**src/rtl/uart_rx_ex.sv**
```systemverilog
// UART receiver: 2-flop synchroniser, 2-of-3 majority bit decisions, optional parity,
// 1 or 2 stop bits, one-word holding register with valid/ready, error and break reporting.
module uart_rx_ex #(
    parameter int    CLOCK     = 50_000_000,
    parameter int    BAUD      = 9600,
    parameter int    DATA_BITS = 8,
    parameter string PARITY    = "NONE",
    parameter int    STOP_BITS = 1
) (
    input  logic                 clk,
    input  logic                 rst_n,
    input  logic                 rx,
    output logic [DATA_BITS-1:0] rx_data,
    output logic                 rx_vld,
    input  logic                 rx_rdy,
    output logic                 parity_err,
    output logic                 frame_err,
    output logic                 overrun_err,
    output logic                 break_det
);

    localparam int BIT_CYC    = CLOCK / BAUD;
    localparam int MID        = BIT_CYC / 2;
    localparam int CW         = $clog2(BIT_CYC + 1);
    localparam int BW         = $clog2(DATA_BITS);
    localparam bit HAS_PARITY = (PARITY != "NONE");
    localparam bit ODD_PARITY = (PARITY == "ODD");

    localparam logic [CW-1:0] CNT_S0    = CW'(MID - 1);
    localparam logic [CW-1:0] CNT_S1    = CW'(MID);
    localparam logic [CW-1:0] CNT_DEC   = CW'(MID + 1);
    localparam logic [CW-1:0] CNT_LAST  = CW'(BIT_CYC - 1);
    localparam logic [BW-1:0] LAST_DATA = BW'(DATA_BITS - 1);
    localparam logic          LAST_STOP = 1'(STOP_BITS - 1);

    typedef enum logic [2:0] {
        ST_IDLE,
        ST_START,
        ST_DATA,
        ST_PARITY,
        ST_STOP
    } state_t;

    state_t               state;
    state_t               next_state;
    logic                 rx_meta;
    logic                 rxs;
    logic                 rxs_prev;
    logic [CW-1:0]        cnt;
    logic [BW-1:0]        bit_cnt;
    logic                 stop_cnt;
    logic                 samp_a;
    logic                 samp_b;
    logic [DATA_BITS-1:0] shift_reg;
    logic                 par_bit;
    logic                 first_stop;
    logic                 stop_bad;
    logic                 at_dec;
    logic                 at_end;
    logic                 bit_dec;
    logic                 frame_done;
    logic                 first_stop_dec;
    logic                 word_perr;
    logic                 word_ferr;
    logic                 word_break;

    always_ff @(posedge clk or negedge rst_n) begin
        if (!rst_n) begin
            rx_meta  <= 1'b1;
            rxs      <= 1'b1;
            rxs_prev <= 1'b1;
        end else begin
            rx_meta  <= rx;
            rxs      <= rx_meta;
            rxs_prev <= rxs;
        end
    end

    // The third vote is the live synchronised value at the decision count.
    assign at_dec         = (cnt == CNT_DEC);
    assign at_end         = (cnt == CNT_LAST);
    assign bit_dec        = (samp_a & samp_b) | (samp_a & rxs) | (samp_b & rxs);
    assign frame_done     = (state == ST_STOP) && at_dec && (stop_cnt == LAST_STOP);
    assign first_stop_dec = (STOP_BITS == 1) ? bit_dec : first_stop;
    assign word_perr      = HAS_PARITY &&
                            (ODD_PARITY ? ((^shift_reg) == par_bit) : ((^shift_reg) != par_bit));
    assign word_ferr      = stop_bad | ~bit_dec;
    assign word_break     = (shift_reg == '0) && !(HAS_PARITY && par_bit) && !first_stop_dec;

    always_ff @(posedge clk or negedge rst_n) begin
        if (!rst_n) begin
            state <= ST_IDLE;
        end else begin
            state <= next_state;
        end
    end

    always_comb begin
        next_state = state;
        unique case (state)
            ST_IDLE: begin
                if (rxs_prev && !rxs) next_state = ST_START;
            end
            ST_START: begin
                if (at_dec && bit_dec) next_state = ST_IDLE;
                else if (at_end)       next_state = ST_DATA;
            end
            ST_DATA: begin
                if (at_end && (bit_cnt == LAST_DATA)) begin
                    next_state = HAS_PARITY ? ST_PARITY : ST_STOP;
                end
            end
            ST_PARITY: begin
                if (at_end) next_state = ST_STOP;
            end
            ST_STOP: begin
                if (at_dec && (stop_cnt == LAST_STOP)) next_state = ST_IDLE;
            end
            default: next_state = ST_IDLE;
        endcase
    end

    always_ff @(posedge clk or negedge rst_n) begin
        if (!rst_n) begin
            cnt        <= '0;
            bit_cnt    <= '0;
            stop_cnt   <= 1'b0;
            samp_a     <= 1'b1;
            samp_b     <= 1'b1;
            shift_reg  <= '0;
            par_bit    <= 1'b0;
            first_stop <= 1'b0;
            stop_bad   <= 1'b0;
        end else if (state == ST_IDLE) begin
            cnt      <= '0;
            bit_cnt  <= '0;
            stop_cnt <= 1'b0;
            stop_bad <= 1'b0;
        end else begin
            cnt <= at_end ? '0 : cnt + 1'b1;
            if (cnt == CNT_S0) samp_a <= rxs;
            if (cnt == CNT_S1) samp_b <= rxs;
            if (at_dec) begin
                if (state == ST_DATA)   shift_reg <= {bit_dec, shift_reg[DATA_BITS-1:1]};
                if (state == ST_PARITY) par_bit   <= bit_dec;
                if (state == ST_STOP) begin
                    if (!bit_dec)         stop_bad   <= 1'b1;
                    if (stop_cnt == 1'b0) first_stop <= bit_dec;
                end
            end
            if (at_end) begin
                if (state == ST_DATA) bit_cnt  <= bit_cnt + 1'b1;
                if (state == ST_STOP) stop_cnt <= stop_cnt + 1'b1;
            end
        end
    end

    // A finished frame is accepted when the holding register frees up in the same cycle.
    always_ff @(posedge clk or negedge rst_n) begin
        if (!rst_n) begin
            rx_data     <= '0;
            rx_vld      <= 1'b0;
            parity_err  <= 1'b0;
            frame_err   <= 1'b0;
            overrun_err <= 1'b0;
            break_det   <= 1'b0;
        end else begin
            overrun_err <= 1'b0;
            break_det   <= 1'b0;
            if (frame_done) begin
                break_det <= word_break;
                if (!rx_vld || rx_rdy) begin
                    rx_vld     <= 1'b1;
                    rx_data    <= shift_reg;
                    parity_err <= word_perr;
                    frame_err  <= word_ferr;
                end else begin
                    overrun_err <= 1'b1;
                end
            end else if (rx_vld && rx_rdy) begin
                rx_vld <= 1'b0;
            end
        end
    end

endmodule
```
**config.mk**
```make
export PLATFORM = sky130hd
export DESIGN_NAME = uart_rx_ex
export DESIGN_NICKNAME = d
export VERILOG_FILES = /design/src/rtl/uart_rx_ex.sv
export SDC_FILE = /design/constraint.sdc
export NUM_CORES = 1
export LEC_CHECK = 0
export CAP_MARGIN = 10
export CORE_MARGIN = 3
export CORE_UTILIZATION = 30
export DETAILED_ROUTE_END_ITERATION = 8
export PLACE_DENSITY_LB_ADDON = 0.1
export SYNTH_ARGS = -nofsm -noshare
export SYNTH_HDL_FRONTEND = slang
export SYNTH_SLANG_ARGS = --single-unit
```
**constraint.sdc**
```tcl
create_clock -name clk -period 2.1 [get_ports clk]
set_input_delay 0.42 -clock clk [delete_from_list [all_inputs] [get_ports clk]]
set_output_delay 0.42 -clock clk [all_outputs]
set_load 0.01 [all_outputs]
```
After elaboration in Yosys (flattened, before gate mapping)
Index checks and enable logic that the tools add are counted.
- magnitude comparators: 0
- shift-type cells: 0
- add/subtract/negate cells: 3
- equal/unequal tests: 16
- divide/modulo/power cells: 0
- $mul: 0
- mux-type cells: 25
- bitwise operators: 9
- reduce and logical (&&, ||, !) cells: 28
- operators with widths (kind ; count):
    13-bit by 12-bit == test with 1-bit output (second input constant) ; 3
    3-bit 2-to-1 mux ; 9
    13-bit 2-to-1 mux ; 2
    3-bit one-hot mux with 5 select lines ; 1
    13-bit by 1-bit adder with 13-bit output (second input constant) ; 1
    13-bit == test (second input constant) ; 1
    1-bit 2-to-1 mux ; 13
    2-bit AND reduction ; 6
    2-bit nonzero test ; 5
    1-bit logical AND ; 8
    8-bit zero test ; 1
    3-bit by 2-bit == test with 1-bit output (second input constant) ; 2
    3-bit == test (second input constant) ; 2
    2-bit by 1-bit != test with 1-bit output (second input constant) ; 3
    2-bit != test (second input constant) ; 3
    3-bit AND reduction ; 2
    5-bit AND reduction ; 1
    3-bit by 1-bit adder with 3-bit output (second input constant) ; 1
    1-bit bitwise AND ; 3
    3-bit by 1-bit == test with 1-bit output (second input constant) ; 1
    1-bit zero test ; 3
    3-bit zero test ; 1
    3-bit != test (second input constant) ; 1
    1-bit NOT ; 3
    3 further kinds ; 5
- bits in registers: 46
- bits in writable memories: 0
- logic and storage cells: 97
- memories: 0
- memory bits (read-only): 0
- bits of input ports: 4
- output and inout bits: 13
- bits in latches: 0

Depth between registers and ports, before layout
- word-level depth: 7
- mapped depth: 7

Worst setup path before layout
OpenSTA, ideal clock, no wires.
- path kind: register to register
- start: reg cnt[7]
- end: reg shift_reg[0]
- library setup time: 0.125 ns
- path slack: 0.181 ns
- arrival time: 1.794 ns
- path buffers: 1
- stages on the path, launching flop included: 6
- data required time: 1.975 ns
- cells stage by stage: dfrtp_1 > nor4b_4 > nand4_2 > or4_1 > buf_6 > mux2_4
- longest elaborated chain between the ends: 2
- ends and longest elaborated chain (item ; line ; text):
    start, declared ; 49 ; logic [CW-1:0] cnt;
    start signal, assigned ; 140 ; cnt <= at_end ? '0 : cnt + 1'b1;
    13-bit by 12-bit == test with 1-bit output ; 80 ; assign at_dec = (cnt == CNT_DEC);
    3-bit AND reduction (no source line) ; n/a ;
    end signal, assigned ; 144 ; if (state == ST_DATA) shift_reg <= {bit_dec, shift_reg[DATA_BITS-1:1]};
    end, declared ; 54 ; logic [DATA_BITS-1:0] shift_reg;
No other way between the ends.
A chain may end at the register's enable or synchronous reset.

Final worst setup path
- start: reg cnt[10]
- end: reg rx_data[4]
- longest elaborated chain between the ends: 4
- ends and longest elaborated chain (item ; line ; text):
    13-bit by 12-bit == test with 1-bit output ; 80 ;
    1-bit logical AND (2 in series) ; 83 ; assign frame_done = (state == ST_STOP) && at_dec && (stop_cnt == LAST_STOP);
    2-bit AND reduction (no source line) ; n/a ;
    end signal, assigned ; 174 ; rx_data <= shift_reg;
    end, declared ; 13 ; output logic [DATA_BITS-1:0] rx_data,
No other way between the ends.

==> results.tsv <==
stage	metric	value	unit
worst_setup_path	cp_max_fo	9	
sta	final-hold-violation-count	0	
flow_run	maxCapViolCount	0	
floorplanning	die_x	91.3	um
global_route	grt_antenna_before_repair	0	
worst_setup_path	cp.required	2.28	ns
worst_setup_path	critPathLaunchType	register	
clocking	cts_buffer_depth	2	
worst_setup_path	cp_slowest_stage_delay	0.44	ns
power_and_ir_drop	ir_drop	0.000366	V
sta	post-route-period-util	0.935	
sta	finalClockSkew	0.0114	ns
drt	drtAntennaViolNets	0	
cells_and_area	fin_cells	310	
drt	drc_errors	0	
yosys	avgSynthCellArea	11.7	um2
placement	gp_congestion	0.793	
yosys	seq_area_frac_synth	0.530	
yosys	synth_cells	186	
power_and_ir_drop	p_total	1.87	mW
cells_and_area	nNetsFinal	222	
floorplanning	pin_count	17	
sta	fmax	509	MHz
clocking	cts_resized	0	
sta	maxSlewViolCount	0	
global_route	grt_pass1_vias	1559	
drt	wl_per_cell	13.7	um
clocking	htree_num_levels	2	
worst_setup_path	r2r_start	cnt[10]$_DFF_PN0_	
worst_setup_path	critPathCaptureType	register	
placement	place_hpwl	3120	um
global_route	overflow	0	
clocking	clock_sinks	46	
cells_and_area	n_antenna_cell	0	
floorplanning	coreArea	6940	um2
run_status	outcome	complete, no violations	
cells_and_area	largest_reg_flops	13	
clocking	clk_latency	0.30	ns
sta	setup_viol	0	
placement	placement.io_buffers	15	
yosys	synth_fp_nets	195	
sta	finalSetupTns	0	ns
yosys	syn-cell-area	2180	um2
clocking	cts_tree	built	
placement	post-place-ws	0.136	ns
floorplanning	die_area	8340	um2
worst_setup_path	rr_worst_depth	6	
sta	fin_ws	0.136	ns
drt	wl	4240	um
sta	slew_headroom	0.632	
global_route	grt_max_degree	25	
global_route	grt_pass1_wl	7650	um
clocking	post_cts_buffers	0	
sta	tightest_slew	0.552	ns
floorplanning	fp.dieH	91.3	um
drt	firstDrtPassIters	4	
drt	vias_per_cell	4.74	
worst_setup_path	path_cells	nor4b_4 > nand4_2 > buf_4 > nor3b_1 > buf_4 > mux2_2	
hold_path	worstHoldPathType	in -> async	
worst_setup_path	critical_path_arrival	2.15	ns
drt	drt_iter0_markers	60	
clocking	clockRootBuffer	clkbuf_8	
cells_and_area	drive_gt1_frac	0.248	
floorplanning	initial_core_util	0.315	
clocking	numCtsBuffers	5	
global_route	track_usage	0.114	
power_and_ir_drop	leakage	1.16	nW
yosys	ys_warn_count	0	
floorplanning	num_rows	30	
cells_and_area	areaGrowthSynthToFinish	19.4	%
yosys	yosys_most_used_dff	dfrtp_1	
worst_setup_path	reg2reg_slack	0.14	ns
clocking	clk_pin_slew	0.09	ns
placement	dp.cells	302	
yosys	synth_edf_count	0	
yosys	ys_ff_latch	46	
yosys	ys_async_sr_fraction	1.00	
worst_setup_path	worstSetupPathType	reg -> reg	
sta	finalCriticalPeriod	1.96	ns
yosys	yosysUniqueCellTypes	44	
worst_setup_path	cpMaxStageDelayCell	dfrtp_1	
clocking	postCtsHoldBufs	0	
power_and_ir_drop	p_per_area	718	nW/um2
worst_setup_path	crit_top_cell	buf_4	
worst_setup_path	reg2reg_to	rx_data[4]$_DFFE_PN0P_	
sta	whs	0.103	ns
drt	via_count	1468	
sta	rsz0062_at_grt	false	
-- where the power goes --
group,switching [mW],total (mW),internal (mW)
Sequential,0.0364,0.975,0.938
Clock,0.318,0.558,0.241
Combinational,0.190,0.339,0.148
-- final cells by class --
class                   instances  area (um2)
clock buffers                   5        68.8
flip-flops and latches         46        1160
repair buffers                 30         270
inverters                       6        22.5
well taps                      96         120
multi-input cells             124         943
clock inverters                 3        25.0
fillers                       682        4340
-- cell usage after synthesis (all sizes together) (2+ instances only) --
master	number	area, um2
nand4	6	43.8
nand2	10	37.5
dfstp	5	131
or4	2	15.0
clkbuf	7	37.5
mux2	19	244
inv	6	22.5
nor4	5	31.3
nand3b	3	22.5
buf	3	23.8
a21oi	2	10.0
nand3	10	50.1
o21ai	6	30.0
or3	2	12.5
ha	5	62.6
and3	2	13.8
nand2b	3	18.8
nor3	3	15.0
xnor2	6	52.6
dfrtp	41	1030
o211ai	5	37.5
xor2	4	35.0
nor4b	3	56.3
nor2	16	60.1
-- per-stage QoR --
| step | utilization | cell area [um2] |
|---|---|---|
| CTS | 0.375 | 2610 |
| global placement | 0.362 | 2510 |
| finish | 0.375 | 2610 |
| global route | 0.375 | 2610 |
| detailed placement | 0.362 | 2510 |
| floorplan | - | 2180 |
-- logic make-up (layout without fill, tap and decap cells) --
group / Yosys count / after routing / share of synthesized area
other cells: 1 / 1 / 0.00172
flops: 46 / 46 / 0.530
buf+inv: 16 / 44 / 0.0384
mux: 19 / 19 / 0.112
simple gates: 71 / 71 / 0.195
compound gates: 17 / 17 / 0.0504
xor+xnor: 10 / 10 / 0.0401
fa+ha+maj: 6 / 6 / 0.0332
-- cell usage in the layout, fill, tap and decap left out, types with 6 or more instances in the layout --
cell / Yosys / routed
inv_1: 6 / 6
nand3_1: 10 / 10
clkdlybuf4s50_1: 0 / 14
nor2_1: 16 / 16
nand2_1: 10 / 10
mux2_2: 11 / 11
xnor2_1: 6 / 6
buf_4: 1 / 14
o21ai_0: 6 / 6
mux2_4: 8 / 8
dfrtp_1: 41 / 41
-- worst max-delay path, delay by kind of cell, from the launching register on --
kind / cells / cell delay [ns]
AND/OR/NAND/NOR: 3 / 0.68
flip-flops: 1 / 0.44
buffers and inverters: 2 / 0.38
multiplexers: 1 / 0.35
-- worst max-delay path by stage --
stage	slack (ns)	startpoint	endpoint	cells after the start
6_report	0.14	cnt[10]$_DFF_PN0_	rx_data[4]$_DFFE_PN0P_	6
5_1_grt	0.02	cnt[10]$_DFF_PN0_	rx_data[5]$_DFFE_PN0P_	6
4_1_cts	0.11	cnt[10]$_DFF_PN0_	rx_data[4]$_DFFE_PN0P_	6
3_5_place_dp	0.14	cnt[1]$_DFF_PN0_	rx_data[0]$_DFFE_PN0P_	8
3_3_place_gp	0.14	cnt[1]$_DFF_PN0_	rx_data[7]$_DFFE_PN0P_	8
2_1_floorplan	0.18	cnt[7]$_DFF_PN0_	shift_reg[0]$_DFFE_PN0P_	5
-- layer usage --
layer | track usage | up-vias | part of all wire
li1 | - | 717 | -
met1 | 0.152 | 723 | 0.47
met2 | 0.177 | 24 | 0.48
met3 | 0.0340 | 4 | 0.039
met4 | 0.0352 | 0 | 0.012
met5 | 0 | - | 0
Power figures use the tool's default switching activity.
==> edit, RTL diff (same flow settings) <==
Encoding of `state_t`: now one-hot (5 bits for 5 states).
--- a/src/rtl/uart_rx_ex.sv
+++ b/src/rtl/uart_rx_ex.sv
@@ -34,10 +34,10 @@
     localparam logic          LAST_STOP = 1'(STOP_BITS - 1);
 
-    typedef enum logic [2:0] {
-        ST_IDLE,
-        ST_START,
-        ST_DATA,
-        ST_PARITY,
-        ST_STOP
+    typedef enum logic [4:0] {
+        ST_IDLE   = 5'b00001,
+        ST_START  = 5'b00010,
+        ST_DATA   = 5'b00100,
+        ST_PARITY = 5'b01000,
+        ST_STOP   = 5'b10000
     } state_t;
 
Formal check against the unedited RTL: no difference found for any inputs over 10 cycles, from zero or initial values and one cycle with rst_n low; not proved beyond that.
==> edit against the original RTL <==
Non-clock buffer count fell by 2. Synthesized area is 0.23% higher. Utilization grew 0.90 points. Via count is 2.0% higher. Routed wire length down 2.7%. Sequential share of layout area down 0.056 points. Cell area rose by 2.4%. Setup slack got worse by 0.037 ns. Sequential cell count increased by 1. First-iteration DRC count is 23% lower. Power increased by 9.4%. Critical endpoint is now break_det.
==> edit: results (changes against the original RTL) <==
| Step | Item | Reported | Change |
|---|---|---|---|
| status | Run status | completed |  |
| routing | Number of detailed-route iterations in the first pass | 4 | unchanged |
| power and ir drop | Leakage power | 1.22 nW | +4.9% |
| finish | # nets final | 225 | +1.4% |
| finish | Footprint of the flip-flops and latches | 0.00118 sq mm | +2.3% |
| finish | Fillers | 686 | +0.59% |
| routing | Routed wirelength normalized by instance count | 13.2 um | -3.6% |
| timing | Post-Route Skew | 0.00751 ns | -0.00385 ns |
| placement | Setup slack at placement | 0.0932 ns | -0.0429 ns |
| global routing | Number of antenna violations at the first check in global routing | 0 | unchanged |
| placement | Last weighted congestion value of the routability-driven placer | 0.771 | -2.9% |
| setup path | Biggest cell delay along the critical path | 0.60 ns | +0.16 ns |
| setup path | Critical path peak fanout | 6 | -3 |
| placement | Cell total after placement | 305 | +0.99% |
| power and ir drop | IR Drop Worst-Case VDD | 0.000404 V | +10% |
| placement | DP Area | 0.00254 sq mm | +0.95% |
| synth | Most instantiated cells after synthesis | dfrtp_1, mux2_2, nor2_1, nand2_1, xnor2_1 |  |
| routing | DRC marker count from the first detailed-route iteration | 46 | -23% |
| global routing | Vias in the first global route | 1,530 | -1.9% |
| global routing | Global-route wire length before repair | 7300 um | -4.5% |
| synth | Cell count after synthesis | 187 | +0.54% |
| routing | Number of vias per cell | 4.78 | +1.0% |
| synth | Distinct cell type count of the synthesized netlist | 41 | -6.8% |
| synth | Compound-Gate Fraction of Synth Area | 3.66% | -1.4 points |
| routing | Routed wire length | 4120 um | -2.7% |
| synth | Leading cell types by total area after synthesis | dfrtp_1, mux2_2, dfstp_2, xnor2_1, nor2_1 |  |
| setup path | Slowest stage cell, crit path | or4b_1 |  |
| placement | HPWL reported at the end of detailed placement | 3120 um | +0.13% |
| finish | Fraction of layout cells with a size suffix above 1 | 25.3% | +0.58 points |
| synth | Total nets after synthesis | 196 | +0.51% |
| global routing | Tot GR Track Use | 10.7% | -0.66 points |
| synth | Adder and majority cell fraction of the synthesized area | 3.31% | -0.0076 points |
## edit: logic make-up (layout without fill, tap and decap cells)
kind of cell | count (synthesis) | after routing
multiplexers | 22 | 22
other | 1 | 1
XOR/XNOR | 12 | 12
buffers and inverters | 15 | 45
adder cells (fa/ha/maj) | 6 | 6
AND/OR/NAND/NOR | 73 | 73
flip-flops | 47 | 47
AO/OA/AOI/OAI | 11 | 11
## edit: worst register-to-register path, cell delays in order, from the launching register on
cell	delay, ns
dfrtp_1	0.43
or4b_1	0.60
buf_4	0.18
or3_2	0.49
nor3_1	0.21
## edit: power breakdown
part	internal, W	switching, W
Combinational	0.000105	0.000161
Sequential	0.000953	0.0000522
Clock	0.000476	0.000301
Total	0.00153	0.000514
## edit: path summary, 6_finish.rpt
kind	from	endpoint	slack (ns)	depth (start not counted)
worst max-delay path	state[1]	break_det	0.1	4
max in group asynchronous	rst_n	state[0]	1.37	2
worst min-delay path	rst_n	rx_data[3]	0.12	1
min in group clk	rx_meta	rxs	0.36	0
worst min register to register	rx_meta	rxs	0.36	0
worst max register to register	state[1]	break_det	0.1	4
## edit: layout make-up
cell class	count	area share (%)
tap	96	4.50
clock inverter	2	2.25
clock buffer	6	2.72
timing repair buffer	28	9.56
inverter	9	1.27
multi-input combinational	125	35.4
sequential	47	44.3
## edit: layer usage
| layer | routed length (um) | part of all wire [%] | global-route usage [%] | vias up |
|---|---|---|---|---|
| met3 | 163 | 4.0 | 2.65 | 8 |
| li1 | - | - | - | 717 |
| met5 | 0 | 0 | 0 | - |
| met4 | 99 | 2.4 | 4.27 | 0 |
| met1 | 1920 | 46 | 14.1 | 739 |
| met2 | 1950 | 47 | 16.8 | 33 |
